File: config.mk
export PLATFORM = sky130hd
export DESIGN_NAME = instr_fetch_unit
export DESIGN_NICKNAME = d
export VERILOG_FILES = /design/src/rtl/fetch_pkg.sv /design/src/rtl/fetch_fifo.sv /design/src/rtl/instr_fetch_unit.sv
export SDC_FILE = /design/constraint.sdc
export NUM_CORES = 1
export LEC_CHECK = 0
export CAP_MARGIN = 5
export CELL_PAD_IN_SITES_DETAIL_PLACEMENT = 1
export CELL_PAD_IN_SITES_GLOBAL_PLACEMENT = 1
export CORE_ASPECT_RATIO = 1.1
export CORE_MARGIN = 2
export CORE_UTILIZATION = 44
export CTS_CLUSTER_SIZE = 20
export DETAILED_ROUTE_END_ITERATION = 10
export PLACE_DENSITY = 0.88
export SLEW_MARGIN = 20
export SYNTH_ARGS = -nofsm -noshare
export SYNTH_HDL_FRONTEND = slang
export SYNTH_SLANG_ARGS = --single-unit
File: constraint.sdc
create_clock -name clk -period 6.5 [get_ports clk]
set_clock_uncertainty 0.05 [all_clocks]
set_input_delay 0.65 -clock clk [delete_from_list [all_inputs] [get_ports clk]]
set_output_delay 0.65 -clock clk [all_outputs]
set_load 0.02 [all_outputs]
File: src/rtl/fetch_pkg.sv
// Shared types and constants for the instruction fetch unit.
package fetch_pkg;

  typedef enum logic [1:0] {WAIT, RUN, FLUSH} fetch_state_t;

  localparam int PC_STEP    = 4;
  localparam int R15_OFFSET = 8;

endpackage

File: src/rtl/fetch_fifo.sv
// Synchronous FIFO holding fetched {instruction, pc} pairs for the decoder.
module fetch_fifo #(
  parameter  int DEPTH = 2,
  parameter  int WIDTH = 64,
  localparam int AW    = $clog2(DEPTH),
  localparam int CW    = AW + 1
) (
  input  logic             clk,
  input  logic             reset_n,
  input  logic             push,
  input  logic             pop,
  input  logic             clear,
  input  logic [WIDTH-1:0] wdata,
  output logic [WIDTH-1:0] rdata,
  output logic             full,
  output logic             empty,
  output logic [CW-1:0]    count
);

  logic [WIDTH-1:0] mem [DEPTH];
  logic [AW-1:0]    wptr;
  logic [AW-1:0]    rptr;

  // Storage is zeroed on reset so the head reads as all-zero before any fetch.
  always_ff @(posedge clk or negedge reset_n) begin
    if (!reset_n) begin
      wptr  <= '0;
      rptr  <= '0;
      count <= '0;
      for (int i = 0; i < DEPTH; i++) mem[i] <= '0;
    end else if (clear) begin
      wptr  <= '0;
      rptr  <= '0;
      count <= '0;
    end else begin
      if (push) begin
        mem[wptr] <= wdata;
        wptr      <= wptr + AW'(1);
      end
      if (pop) rptr <= rptr + AW'(1);
      count <= count + CW'(push) - CW'(pop);
    end
  end

  assign rdata = mem[rptr];
  assign full  = (count == CW'(DEPTH));
  assign empty = (count == '0);

endmodule

File: src/rtl/instr_fetch_unit.sv
// Fetch stage: owns the PC, issues word reads under a credit limit and
// buffers returned words for decode; redirects flush and drop stale responses.
module instr_fetch_unit
  import fetch_pkg::*;
#(
  parameter int                ADDR_W   = 32,
  parameter int                DEPTH    = 2,
  parameter logic [ADDR_W-1:0] RESET_PC = '0
) (
  input  logic              clk,
  input  logic              reset_n,
  output logic              imem_req_valid,
  input  logic              imem_req_ready,
  output logic [ADDR_W-1:0] imem_req_addr,
  input  logic              imem_rsp_valid,
  input  logic [31:0]       imem_rsp_data,
  input  logic              redirect_valid,
  input  logic [ADDR_W-1:0] redirect_pc,
  output logic              instr_valid,
  input  logic              instr_ready,
  output logic [31:0]       instr,
  output logic [ADDR_W-1:0] instr_pc,
  output logic [ADDR_W-1:0] instr_pc_plus8
);

  localparam int CW = $clog2(DEPTH) + 1;

  fetch_state_t         state;
  logic [ADDR_W-1:0]    pc;
  logic [ADDR_W-1:0]    rsp_pc;
  logic [ADDR_W-1:0]    target;
  logic [CW-1:0]        outstanding;
  logic [CW-1:0]        drop_cnt;
  logic [CW-1:0]        drop_next;
  logic [CW-1:0]        count;
  logic                 full;
  logic                 empty;
  logic                 push;
  logic                 pop;
  logic                 req_fire;
  logic                 credit_ok;
  logic [32+ADDR_W-1:0] head;

  assign target    = {redirect_pc[ADDR_W-1:2], 2'b00};
  assign drop_next = outstanding - CW'(imem_rsp_valid);

  // Occupancy is taken before any pop this cycle, so a slot is only reused a cycle later.
  assign credit_ok      = ({1'b0, outstanding} + {1'b0, count}) < (CW+1)'(DEPTH);
  assign imem_req_valid = (state == RUN) && !redirect_valid && credit_ok;
  assign imem_req_addr  = pc;
  assign req_fire       = imem_req_valid && imem_req_ready;

  assign push = (state == RUN) && !redirect_valid && imem_rsp_valid;
  assign pop  = !empty && instr_ready && !redirect_valid;

  fetch_fifo #(
    .DEPTH(DEPTH),
    .WIDTH(32 + ADDR_W)
  ) u_fifo (
    .clk    (clk),
    .reset_n(reset_n),
    .push   (push),
    .pop    (pop),
    .clear  (redirect_valid),
    .wdata  ({imem_rsp_data, rsp_pc}),
    .rdata  (head),
    .full   (full),
    .empty  (empty),
    .count  (count)
  );

  assign instr_valid    = !empty;
  assign instr          = head[32+ADDR_W-1:ADDR_W];
  assign instr_pc       = head[ADDR_W-1:0];
  assign instr_pc_plus8 = instr_pc + ADDR_W'(R15_OFFSET);

  // Redirect wins over everything; any response arriving with it is already stale.
  always_ff @(posedge clk or negedge reset_n) begin
    if (!reset_n) begin
      state       <= WAIT;
      pc          <= RESET_PC;
      rsp_pc      <= RESET_PC;
      outstanding <= '0;
      drop_cnt    <= '0;
    end else if (redirect_valid) begin
      pc          <= target;
      rsp_pc      <= target;
      outstanding <= drop_next;
      drop_cnt    <= drop_next;
      state       <= (drop_next != '0) ? FLUSH : RUN;
    end else begin
      case (state)
        WAIT: state <= RUN;
        RUN: begin
          if (req_fire) pc <= pc + ADDR_W'(PC_STEP);
          if (imem_rsp_valid) rsp_pc <= rsp_pc + ADDR_W'(PC_STEP);
          outstanding <= outstanding + CW'(req_fire) - CW'(imem_rsp_valid);
        end
        FLUSH: begin
          if (imem_rsp_valid) begin
            outstanding <= outstanding - CW'(1);
            drop_cnt    <= drop_cnt - CW'(1);
            if (drop_cnt == CW'(1)) state <= RUN;
          end
        end
        default: state <= WAIT;
      endcase
    end
  end

  a_no_overflow: assert property (@(posedge clk) disable iff (!reset_n) !(push && full));

endmodule

==> out/metrics.cfg <==
[status]
outcome=completed

[placed_design]
hpwl_mm=19.9
finalWeightedCongestion=0.819
numPortBuffers=191

[setup_path]
cp.required_ns=5.80
critPathCaptureType=primary output
timing.critical_path.arrival_ns=4.08
crit_fanout=50
timing.critical_path.from_type=flip-flop
worst-setup-path-type=reg -> out

[logic_synthesis]
synthAdderAreaFrac=0.0132
synth.area.top_cells=sky130_fd_sc_hd__dfrtp_1, sky130_fd_sc_hd__mux2_2, sky130_fd_sc_hd__xor2_1, sky130_fd_sc_hd__nand2_1, sky130_fd_sc_hd__nand3_1
synth_seq_cells=194
syn_avg_cell_area_um2=11.2
synth_top_family_by_area=multiplexers
post_synth_most_frequent_cells=sky130_fd_sc_hd__dfrtp_1, sky130_fd_sc_hd__mux2_2, sky130_fd_sc_hd__nand2_1
synth_edf_count=0
yosysTopAreaCell=sky130_fd_sc_hd__dfrtp_1
yosys.area_share.xor_xnor=0.0548
yosysSeqAreaShare=0.482
post_synth_inst_count=903
synth_simple_gate_area_share=0.135
synth_top_cell_area_share=0.482
synth.lib_cells_used.distinct=56
yosysMostFrequentCell=sky130_fd_sc_hd__dfrtp_1
synth_top_flop_cell=sky130_fd_sc_hd__dfrtp_1
synthesis.yosys.warnings=0
ys_async_sr_fraction=1.00
synthesis.area_mm2=0.0101
synth_compound_area_frac=0.0711
post_synth_mux_area_share=0.212

[clocking]
cts_tree=yes
holdBufCountCts=0
post_cts.repair.setup_buffers=0
cts.root.buffer_cell=sky130_fd_sc_hd__clkbuf_16
cts_max_level=4
cts_sinks=194
clk-insertion-delay-late_ns=0.44
ctsResizeCount=0
clk_transition_reported_paths_ns=0.07
ctsLongestPathBuffers=2
tritoncts.num_buffers=17

[grt]
grt_util_all_layers=0.236
grt_antenna_before_repair=0
grt_start_max_net_pins=120
grt_pass1_wl_mm=45.1
grt_pass1_vias=8518
overflow=0

[hold_path]
min-delay-path-class=in -> async

[detailed_routing]
routed_wire_length_per_instance_um=20.1
wl_final_mm=27.9
detail_route.drc_violations=0
firstDrtPassIters=4
antenna_left=0
first_drt_iteration_drcs=249
routed-via-count=7872
drt-vias-per-instance=5.67

[floorplan]
design.portCount=200
starting_density=0.445
die-height_um=163
core_area_mm2=0.0226
chipWidth_um=148
dieArea_mm2=0.0241
rows=58

[finish]
layout-drive-gt1-share=0.216
n_antenna_cell=0
syn2layout_area_growth_pct=27.4
finalNetCount=1156

[timing]
post-route-min-period_ns=4.78
grt_setup_unrepaired=no
holdWs_ns=0.311
timing_hold_violations_final=0
fmax_mhz=209
max-slew-margin-rel=0.280
min_period_over_period=0.735
setup_viol_count_final=0
final_max_slew_viol_count=0
timing_worst_slew_pin_value_ns=1.08
timing.setup.tns_ns=0

[power]
p_per_area_mw_per_mm2=413
total_power_uw=5300
vdd_ir_drop_max_mv=0.175
cellLeakagePower_uw=0.00545

[job]
timing.max_cap.violations=0

==> cell type report <==
class                   instances  area [um^2]
repair buffers                200         1980
clock buffers                  18          429
clock inverters                14          178
inverters                      23         86.3
fillers                      2381         9810
flip-flops and latches        194         4860
multi-input cells             640         4920
well taps                     300          375
==> stage by stage <==
| step | worst slack [ns] | instance area [um^2] | cells | utilization |
|---|---|---|---|---|
| global placement | 2.26 | 12200 | 1357 | 0.540 |
| CTS | 1.69 | 12800 | 1389 | 0.567 |
| floorplan | 2.50 | 10100 | 908 | - |
| global route | 1.48 | 12800 | 1389 | 0.567 |
| finish | 1.72 | 12800 | 1389 | 0.567 |
| detailed placement | 2.14 | 12200 | 1357 | 0.540 |
==> registers in the layout, indices dropped and copies added (netlist names) <==
register	flops
drop_cnt	2
rsp_pc	30
state	2
u_fifo.count	2
u_fifo.mem	124
u_fifo.rptr	1
imem_req_addr	30
outstanding	2
u_fifo.wptr	1
==> worst max-delay path: stages, from the launching register on <==
cell,delay (ns)
sky130_fd_sc_hd__dfrtp_4,0.79
sky130_fd_sc_hd__buf_4,0.57
sky130_fd_sc_hd__nand2_1,0.14
sky130_fd_sc_hd__o22ai_1,0.56
sky130_fd_sc_hd__nand3_1,0.34
sky130_fd_sc_hd__nor3b_1,0.37
sky130_fd_sc_hd__xor2_1,0.17
sky130_fd_sc_hd__clkdlybuf4s50_1,0.63
==> cells in the final DEF, fill, tap and decap left out, types with 4 or more instances in the layout <==
cell type                         Yosys  final
sky130_fd_sc_hd__dfrtp_1            194    193
sky130_fd_sc_hd__clkdlybuf4s50_1      0    189
sky130_fd_sc_hd__mux2_2             180    180
sky130_fd_sc_hd__nand2_1             77     76
sky130_fd_sc_hd__nand3_1             49     49
sky130_fd_sc_hd__o21ai_0             41     41
sky130_fd_sc_hd__xor2_1              37     37
sky130_fd_sc_hd__nor2_1              32     31
sky130_fd_sc_hd__nand4_1             28     28
sky130_fd_sc_hd__xnor2_1             26     26
sky130_fd_sc_hd__inv_1               22     22
sky130_fd_sc_hd__clkbuf_16            0     17
sky130_fd_sc_hd__and3_1              12     12
sky130_fd_sc_hd__and2_1              12     12
sky130_fd_sc_hd__o311ai_0            12     12
sky130_fd_sc_hd__mux2i_1             11     11
sky130_fd_sc_hd__a31oi_1             10     10
sky130_fd_sc_hd__o211ai_1            10     10
sky130_fd_sc_hd__ha_1                 9      9
sky130_fd_sc_hd__buf_4                7      9
sky130_fd_sc_hd__a21oi_1              8      8
sky130_fd_sc_hd__nor3_1               7      7
sky130_fd_sc_hd__nor2b_1              6      6
sky130_fd_sc_hd__conb_1               1      6
sky130_fd_sc_hd__a21o_1               5      5
sky130_fd_sc_hd__nor4_1               5      5
sky130_fd_sc_hd__and4_1               5      5
sky130_fd_sc_hd__nand4b_1             4      4
sky130_fd_sc_hd__a211oi_1             4      4
sky130_fd_sc_hd__or4_1                4      4
sky130_fd_sc_hd__or3_1                4      4
sky130_fd_sc_hd__inv_6                0      4
==> path summary, 6_finish.rpt <==
kind                                 from                 end  slack, ns  cells after the start
max reg2reg                outstanding[0]      outstanding[1]       2.96                     15
min                               reset_n      u_fifo.mem[60]       0.31                      1
min in group clk           u_fifo.mem[61]      u_fifo.mem[61]       0.46                      1
max in group asynchronous         reset_n     u_fifo.mem[110]       4.57                      2
min reg2reg                u_fifo.mem[61]      u_fifo.mem[61]       0.46                      1
max                           u_fifo.rptr  instr_pc_plus8[24]       1.72                      7
==> power by group <==
group | internal [uW] | switching [uW]
Combinational | 1180 | 1110
Sequential | 1590 | 324
Clock | 613 | 480
Total | 3380 | 1910
==> layer usage <==
layer | wire length (um) | global-route usage | vias up | part of all wire
met4 | 554 | 0.0727 | 0 | 0.020
met5 | 0 | 0 | - | 0
met2 | 14000 | 0.411 | 238 | 0.50
met3 | 1260 | 0.0415 | 39 | 0.045
met1 | 12100 | 0.301 | 3996 | 0.43
li1 | - | - | 3599 | -
==> kinds of logic (layout without fill, tap and decap cells) <==
logic type | Yosys count | in the layout
other | 1 | 6
DFF | 194 | 194
muxes | 191 | 191
xor gates and xnor gates | 63 | 63
and+or+nand+nor | 261 | 261
buffers and inverters | 74 | 255
AOI/OAI and AO/OA | 109 | 109
adders and majority gates | 10 | 10
(Power assumes the default switching activity.)
